--- config.mk ---
export PLATFORM = sky130hd
export DESIGN_NAME = arcade_input_merge_flat
export DESIGN_NICKNAME = d
export VERILOG_FILES = /design/src/rtl/arcade_input_merge_if.sv /design/src/rtl/arcade_input_merge.sv /design/src/flat_wrapper.sv
export SDC_FILE = /design/constraint.sdc
export NUM_CORES = 1
export LEC_CHECK = 0
export ABC_AREA = 1
export BUFFER_PORTS_ARGS = -buffer_cell sky130_fd_sc_hd__buf_2
export CORE_MARGIN = 1
export CORE_UTILIZATION = 60
export CTS_CLUSTER_SIZE = 10
export DETAILED_ROUTE_END_ITERATION = 10
export HOLD_SLACK_MARGIN = 0.02
export PLACE_DENSITY = 0.86
export SLEW_MARGIN = 20
export SYNTH_ARGS = -nofsm -noshare
export SYNTH_HDL_FRONTEND = slang
export SYNTH_SLANG_ARGS = --single-unit
--- constraint.sdc ---
create_clock -name clk_sys -period 2.4 [get_ports clk_sys]
set_input_delay 0.36 -clock clk_sys [delete_from_list [all_inputs] [get_ports clk_sys]]
set_output_delay 0.36 -clock clk_sys [all_outputs]
set_load 0.03 [all_outputs]
--- src/rtl/arcade_input_merge_if.sv ---
// -----------------------------------------------------------------------------
// arcade_input_merge_if
// Player-input bundle between the board pins / keyboard mapper and the game
// core. The master side drives raw pins and keyboard bits; the slave side
// (arcade_input_merge) returns merged joystick, start, coin and scanline state.
//   db9_n_i     PLAYERS*JW      raw DB9 pins, active-low, asynchronous
//   kbd_i       PLAYERS*(JW+2)  keyboard bits per player {coin, start, joy}
//   start_n_i   PLAYERS         board start buttons, active-low, asynchronous
//   coin_n_i    PLAYERS         board coin buttons, active-low, asynchronous
//   joy_o       PLAYERS*JW      merged joystick, active-high
//   start_o     PLAYERS         merged start, active-high
//   coin_o      PLAYERS         fixed-length coin pulses, active-high
//   scanlines_o 2               scanline mode 0..3
//   hotkey_o    1               start1+start2 hotkey armed
// -----------------------------------------------------------------------------
interface arcade_input_merge_if #(
  parameter int PLAYERS = 2,
  parameter int JW      = 6
);
  logic [PLAYERS*JW-1:0]     db9_n_i;
  logic [PLAYERS*(JW+2)-1:0] kbd_i;
  logic [PLAYERS-1:0]        start_n_i;
  logic [PLAYERS-1:0]        coin_n_i;
  logic [PLAYERS*JW-1:0]     joy_o;
  logic [PLAYERS-1:0]        start_o;
  logic [PLAYERS-1:0]        coin_o;
  logic [1:0]                scanlines_o;
  logic                      hotkey_o;

  modport master (
    output db9_n_i, kbd_i, start_n_i, coin_n_i,
    input  joy_o, start_o, coin_o, scanlines_o, hotkey_o
  );

  modport slave (
    input  db9_n_i, kbd_i, start_n_i, coin_n_i,
    output joy_o, start_o, coin_o, scanlines_o, hotkey_o
  );
endinterface

--- src/rtl/arcade_input_merge.sv ---
// -----------------------------------------------------------------------------
// arcade_input_merge
// Player-input front end: synchronises and debounces the asynchronous board
// pins, ORs them with the already-clean keyboard bits, turns coin presses into
// fixed-length pulses and runs the start1+start2 scanline hotkey.
//   clk_sys  system clock
//   reset    synchronous, active-high reset
//   ce       debounce / coin-pulse timebase enable (one clk_sys cycle wide)
//   bus      arcade_input_merge_if slave modport (pins in, merged state out)
// -----------------------------------------------------------------------------
module arcade_input_merge #(
  parameter int PLAYERS  = 2,
  parameter int JW       = 6,
  parameter int DEB_BITS = 10,
  parameter int COIN_LEN = 8
) (
  input  logic                 clk_sys,
  input  logic                 reset,
  input  logic                 ce,
  arcade_input_merge_if.slave  bus
);

  localparam int NJ = PLAYERS * JW;
  localparam int NB = NJ + 2 * PLAYERS;
  localparam int KW = JW + 2;
  // The counter value seen on the final ce tick; the stable value flips on
  // that tick, giving 2^DEB_BITS-1 ticks in total.
  localparam logic [DEB_BITS-1:0] DEB_LAST  = DEB_BITS'((1 << DEB_BITS) - 2);
  localparam logic [DEB_BITS-1:0] DEB_ONE   = DEB_BITS'(1);
  localparam logic [DEB_BITS-1:0] DEB_ZERO  = DEB_BITS'(0);
  localparam logic [7:0]          COIN_INIT = 8'(COIN_LEN);

  typedef enum logic [0:0] {
    HK_IDLE  = 1'b0,
    HK_ARMED = 1'b1
  } hk_state_e;

  // Raw pins packed as {coin_n, start_n, db9_n}
  logic [NB-1:0]       raw_s;
  logic [NB-1:0]       sync1_r;
  logic [NB-1:0]       sync2_r;
  logic [NB-1:0]       stable_r;
  logic [DEB_BITS-1:0] cnt_r [NB];

  logic [NJ-1:0]       kbd_joy_s;
  logic [PLAYERS-1:0]  kbd_start_s;
  logic [PLAYERS-1:0]  kbd_coin_s;
  logic [NJ-1:0]       joy_next_s;
  logic [PLAYERS-1:0]  start_req_next_s;
  logic [PLAYERS-1:0]  coin_req_next_s;
  logic [PLAYERS-1:0]  start_stable_s;
  logic [PLAYERS-1:0]  coin_stable_s;

  logic [NJ-1:0]       joy_r;
  logic [PLAYERS-1:0]  start_o_r;
  logic [PLAYERS-1:0]  coin_req_r;
  logic [PLAYERS-1:0]  coin_o_r;
  logic [7:0]          coin_t_r [PLAYERS];
  logic [1:0]          scan_r;
  logic                hotkey_r;

  hk_state_e           hk_state_r;
  hk_state_e           hk_next_s;
  logic                scan_inc_s;
  logic                both_pressed_s;
  logic                both_released_s;

  assign raw_s          = {bus.coin_n_i, bus.start_n_i, bus.db9_n_i};
  assign start_stable_s = stable_r[NJ +: PLAYERS];
  assign coin_stable_s  = stable_r[NJ + PLAYERS +: PLAYERS];

  // Two-flop synchroniser; resets to all-released
  always_ff @(posedge clk_sys) begin
    if (reset) begin
      sync1_r <= {NB{1'b1}};
      sync2_r <= {NB{1'b1}};
    end else begin
      sync1_r <= raw_s;
      sync2_r <= sync1_r;
    end
  end

  // Per-bit debounce: stable value flips after 2^DEB_BITS-1 ce ticks of disagreement
  always_ff @(posedge clk_sys) begin
    if (reset) begin
      stable_r <= {NB{1'b1}};
      for (int i = 0; i < NB; i++) cnt_r[i] <= DEB_ZERO;
    end else begin
      for (int i = 0; i < NB; i++) begin
        if (sync2_r[i] == stable_r[i]) begin
          cnt_r[i] <= DEB_ZERO;
        end else if (ce) begin
          if (cnt_r[i] == DEB_LAST) begin
            stable_r[i] <= sync2_r[i];
            cnt_r[i]    <= DEB_ZERO;
          end else begin
            cnt_r[i] <= cnt_r[i] + DEB_ONE;
          end
        end
      end
    end
  end

  // Unpack keyboard bits and form the merged request vectors
  always_comb begin
    kbd_joy_s   = {NJ{1'b0}};
    kbd_start_s = {PLAYERS{1'b0}};
    kbd_coin_s  = {PLAYERS{1'b0}};
    for (int p = 0; p < PLAYERS; p++) begin
      kbd_joy_s[p*JW +: JW] = bus.kbd_i[p*KW +: JW];
      kbd_start_s[p]        = bus.kbd_i[p*KW + JW];
      kbd_coin_s[p]         = bus.kbd_i[p*KW + JW + 1];
    end
    joy_next_s       = ~stable_r[NJ-1:0] | kbd_joy_s;
    start_req_next_s = ~start_stable_s | kbd_start_s;
    coin_req_next_s  = ~coin_stable_s | kbd_coin_s;
  end

  // Hotkey only looks at the debounced board starts of players 0 and 1
  generate
    if (PLAYERS >= 2) begin : g_hk
      assign both_pressed_s  = ~start_stable_s[0] & ~start_stable_s[1];
      assign both_released_s =  start_stable_s[0] &  start_stable_s[1];
    end else begin : g_no_hk
      assign both_pressed_s  = 1'b0;
      assign both_released_s = 1'b0;
    end
  endgenerate

  // Hotkey next-state: arm on both pressed, one scanline step per arming
  always_comb begin
    hk_next_s  = hk_state_r;
    scan_inc_s = 1'b0;
    case (hk_state_r)
      HK_IDLE: begin
        if (both_pressed_s) hk_next_s = HK_ARMED;
        else                hk_next_s = HK_IDLE;
      end
      HK_ARMED: begin
        if (both_released_s) begin
          hk_next_s  = HK_IDLE;
          scan_inc_s = 1'b1;
        end else begin
          hk_next_s = HK_ARMED;
        end
      end
      default: hk_next_s = HK_IDLE;
    endcase
  end

  // Output registers, hotkey state and coin pulse timers
  always_ff @(posedge clk_sys) begin
    if (reset) begin
      joy_r      <= {NJ{1'b0}};
      start_o_r  <= {PLAYERS{1'b0}};
      coin_req_r <= {PLAYERS{1'b0}};
      coin_o_r   <= {PLAYERS{1'b0}};
      for (int p = 0; p < PLAYERS; p++) coin_t_r[p] <= 8'd0;
      scan_r     <= 2'd0;
      hotkey_r   <= 1'b0;
      hk_state_r <= HK_IDLE;
    end else begin
      joy_r      <= joy_next_s;
      coin_req_r <= coin_req_next_s;
      hk_state_r <= hk_next_s;
      // Mask with the next state so start_o and hotkey_o change on the same edge
      hotkey_r   <= (hk_next_s == HK_ARMED);
      start_o_r  <= start_req_next_s & ~{PLAYERS{hk_next_s == HK_ARMED}};
      if (scan_inc_s) scan_r <= scan_r + 2'd1;
      for (int p = 0; p < PLAYERS; p++) begin
        if (coin_o_r[p]) begin
          // Active pulse: count down, ignore any new edge
          if (ce) begin
            if (coin_t_r[p] == 8'd1) begin
              coin_o_r[p] <= 1'b0;
              coin_t_r[p] <= 8'd0;
            end else begin
              coin_t_r[p] <= coin_t_r[p] - 8'd1;
            end
          end
        end else if (coin_req_next_s[p] && !coin_req_r[p]) begin
          coin_o_r[p] <= 1'b1;
          coin_t_r[p] <= COIN_INIT;
        end
      end
    end
  end

  assign bus.joy_o       = joy_r;
  assign bus.start_o     = start_o_r;
  assign bus.coin_o      = coin_o_r;
  assign bus.scanlines_o = scan_r;
  assign bus.hotkey_o    = hotkey_r;

endmodule

--- src/flat_wrapper.sv ---
// flat-port wrapper written by rule: the top's interface ports become plain ports
module arcade_input_merge_flat 
#(
  parameter int PLAYERS  = 2,
  parameter int JW       = 6,
  parameter int DEB_BITS = 10,
  parameter int COIN_LEN = 8
)
  (clk_sys, reset, ce, bus_db9_n_i, bus_kbd_i, bus_start_n_i, bus_coin_n_i, bus_joy_o, bus_start_o, bus_coin_o, bus_scanlines_o, bus_hotkey_o);
  arcade_input_merge_if #(.PLAYERS(PLAYERS), .JW(JW)) bus_i ();
  input  logic clk_sys;
  input  logic reset;
  input  logic ce;
  input wire logic [$bits(bus_i.db9_n_i)-1:0] bus_db9_n_i;
  input wire logic [$bits(bus_i.kbd_i)-1:0] bus_kbd_i;
  input wire logic [$bits(bus_i.start_n_i)-1:0] bus_start_n_i;
  input wire logic [$bits(bus_i.coin_n_i)-1:0] bus_coin_n_i;
  output wire logic [$bits(bus_i.joy_o)-1:0] bus_joy_o;
  output wire logic [$bits(bus_i.start_o)-1:0] bus_start_o;
  output wire logic [$bits(bus_i.coin_o)-1:0] bus_coin_o;
  output wire logic [$bits(bus_i.scanlines_o)-1:0] bus_scanlines_o;
  output wire logic [$bits(bus_i.hotkey_o)-1:0] bus_hotkey_o;
  assign bus_i.db9_n_i = bus_db9_n_i;
  assign bus_i.kbd_i = bus_kbd_i;
  assign bus_i.start_n_i = bus_start_n_i;
  assign bus_i.coin_n_i = bus_coin_n_i;
  assign bus_joy_o = bus_i.joy_o;
  assign bus_start_o = bus_i.start_o;
  assign bus_coin_o = bus_i.coin_o;
  assign bus_scanlines_o = bus_i.scanlines_o;
  assign bus_hotkey_o = bus_i.hotkey_o;
  arcade_input_merge #(.PLAYERS(PLAYERS), .JW(JW), .DEB_BITS(DEB_BITS), .COIN_LEN(COIN_LEN)) u_core (.clk_sys(clk_sys), .reset(reset), .ce(ce), .bus(bus_i));
endmodule
==> metrics <==
Critical Path, Cell by Cell inv_1, ha_1, nand2_1, inv_1, nand3_1, nand2_2, nor2_1; Final Hold Slack 0.03607 ns; P&R area growth vs syn 11.69%; first-pass GRT wire length 41,800 µm; Synth top cells by count 318 x nand2_1, 254 x nor2_1, 176 x edfxtp_1; design area 14,340 µm²; Critical Path RT 2.68 ns; post-synthesis adder-cell area fraction 0.03507; PostCTS Resize Cnt 0; Post-Route Skew 0.01287 ns; Die Area 21,990 µm²; met3 usage 0.03037; DRT Wirelength 24,630 µm; # port buffers 53; post-synthesis simple-gate area fraction 0.3093; Remaining Overflow, GRT 0; max-cap violation count 0; Hold Path Cell Cnt 2; run status completed; All-Layer GR Usage 0.2309; count leader, synth nand2_1; R2R cell count 7; post-CTS setup buffers 0; Synth Area in Compound Gates 0.04355; relative slew slack 0.4931; Vias/cell 5.293; placed cell area 13,420 µm²; Max H-tree Level 1; crit share post-route 0.6944; mux contribution to synthesized area 0; Yosys warnings 0; delay-heaviest family, CP simple AND/OR/NAND/NOR gates; # hold bufs at CTS 10; Final Max Tran Viols 0; vias in the first global route 9,580; min-delay worst type input pin to register; worst path bufs/invs 2; CTS sink count 245; critical path's most frequent cell inv_1; kind of critical path register to register; Antenna Violating Nets Remaining 0; internal reg-to-reg setup slack 0.73 ns; leading area contributor after synthesis edfxtp_1; Max Fclk 0.6000 GHz; FF-to-FF Start u_core.cnt_r[0][140]$_SDFFCE_PP0P_; drt first pass iters 6; clock edge transition at the registers on the reported setup and hold paths 0.06 ns; Initial Utilization 0.6109; Setup TNS 0 ns; number of flops mapped to enable cells by yosys 176; CP peak stage delay 0.47 ns; CP Capture Type register; drt wl/cell 13.36 µm; xor and xnor area share after synthesis 0.03956; RSZ-0062 raised after global routing false; crit path DAT 1.95 ns; clock tree buffer depth 3; Synth Cell Area 12,840 µm²; largest family of logic cells by synthesized area simple AND/OR/NAND/NOR gates; Seq/Total Area, Yosys 0.5191; Clock Latency Late Sink 0.53 ns; fin crit period 1.667 ns; cells after synthesis 1,458; final hold viol count 0; Die X 148.3 µm; Cell Rows 53; Clock Tree Root clkbuf_16; crit path max fanout 8; setup violators final 0; HP Start bus_db9_n_i[11]; layer with the highest usage met2; via count 9,755; DP HPWL 16,930 µm; CTS tree done; diode count 0; Final Util 0.6823; Max IR drop VDD 0.5801 mV; PwrDens 628.2 nW/µm²; Worst-Margin Slew 0.7571 ns; Setup crit start kind register; R2R Path End u_core.cnt_r[0][146]$_SDFFCE_PP0P_; fin nets 1,617; Worst Hold End u_core.sync1_r[11]$_SDFF_PP1_; drc violations 0; io pins 54; share of cells above drive strength 1 0.1390; grt met1 use 0.2780; total power 9.011 mW; Cell variety after synth 39; GRT met2 Usage 0.4272; Synth top area share 0.4115; core region area 21,020 µm²; CP max-delay cell edfxtp_1; Iteration-0 DRC Markers 657; routability congestion estimate 0.8135; post-synth net total 1,529; top cells by area, synth edfxtp_1 41%, dfxtp_1 11%, nand2_1 9.3%, nor2_1 7.4%, inv_1 4.6%; Mean Syn Cell Area 8.808 µm²; Pleak 5.497 nW; Seq cells post-synth 245; CTS Buf Count 28; initial antenna violation count 0; FFs w/ async S/R, synth 0; largest net degree at the start of global routing 28; Top FF cell, synth edfxtp_1; Vert. Die Dim 148.3 µm
-- through the flow --
stage,cells,setup WS (ns)
after detailed placement,1781,0.5861
after global placement,1781,0.6484
after CTS,1843,0.7591
final,1843,0.7334
after global routing,1843,0.6026
after floorplan,1458,0.6715
-- power by group --
part	internal (mW)	switching [mW]	leakage [nW]	total, mW
clock	2.27	1.58	0.391	3.86
sequential	4.63	0.0969	2.68	4.72
combinational	0.158	0.273	2.42	0.431
total	7.06	1.95	5.50	9.01
-- layout make-up --
| class | count | area [µm²] |
|---|---|---|
| clock buffers | 52 | 822.0 |
| fillers | 1545 | 6678 |
| inverters | 160 | 603.1 |
| multi-input cells | 1041 | 5490 |
| flip-flops and latches | 245 | 6666 |
| well taps | 275 | 344.1 |
| repair buffers | 70 | 417.9 |
-- sequential cells by signal, indices dropped and copies added (netlist names) --
signal / count
u_core.stable_r: 16
u_core.bus.joy_o: 12
u_core.bus.start_o: 2
u_core.coin_req_r: 2
u_core.sync1_r: 16
u_core.cnt_r: 160
u_core.sync2_r: 16
u_core.bus.coin_o: 2
u_core.coin_t_r: 16
u_core.bus.hotkey_o: 1
u_core.bus.scanlines_o: 2
-- worst max path at each step --
stage,from,to,depth (start not counted)
2_1_floorplan,reset,u_core.coin_t_r[0][0]$_SDFFCE_PP0P_,5
3_3_place_gp,reset,u_core.cnt_r[0][45]$_SDFFCE_PN0P_,4
3_5_place_dp,reset,u_core.cnt_r[0][151]$_SDFFCE_PP0P_,4
4_1_cts,u_core.cnt_r[0][140]$_SDFFCE_PP0P_,u_core.cnt_r[0][146]$_SDFFCE_PP0P_,7
5_1_grt,u_core.cnt_r[0][80]$_SDFFCE_PN0P_,u_core.cnt_r[0][88]$_SDFFCE_PN0P_,8
6_report,u_core.cnt_r[0][140]$_SDFFCE_PP0P_,u_core.cnt_r[0][146]$_SDFFCE_PP0P_,7
-- cell families after synthesis --
family / count (synthesis)
buffers and inverters: 172
and+or+nand+nor: 849
adders and majority gates: 36
DFF: 245
AOI/OAI and AO/OA: 98
xor gates and xnor gates: 58
-- metal layers --
metal	vias up	routed length, µm	part of all wire
met3	58	1038	0.042
met4	0	650	0.026
li1	4925	-	-
met2	233	12380	0.50
met1	4539	10560	0.43
met5	-	0	0
-- cells in the final DEF (no fill, tap or decap), drive strengths merged, types with 14 or more instances in the layout --
master,n
a21oi,70
buf,60
clkbuf,52
dfxtp,69
edfxtp,176
ha,36
inv,160
nand2,332
nand3,119
nand4,25
nor2,278
nor3,14
o21ai,23
or2,64
xnor2,28
xor2,30
Power figures use the tool's default switching activity.
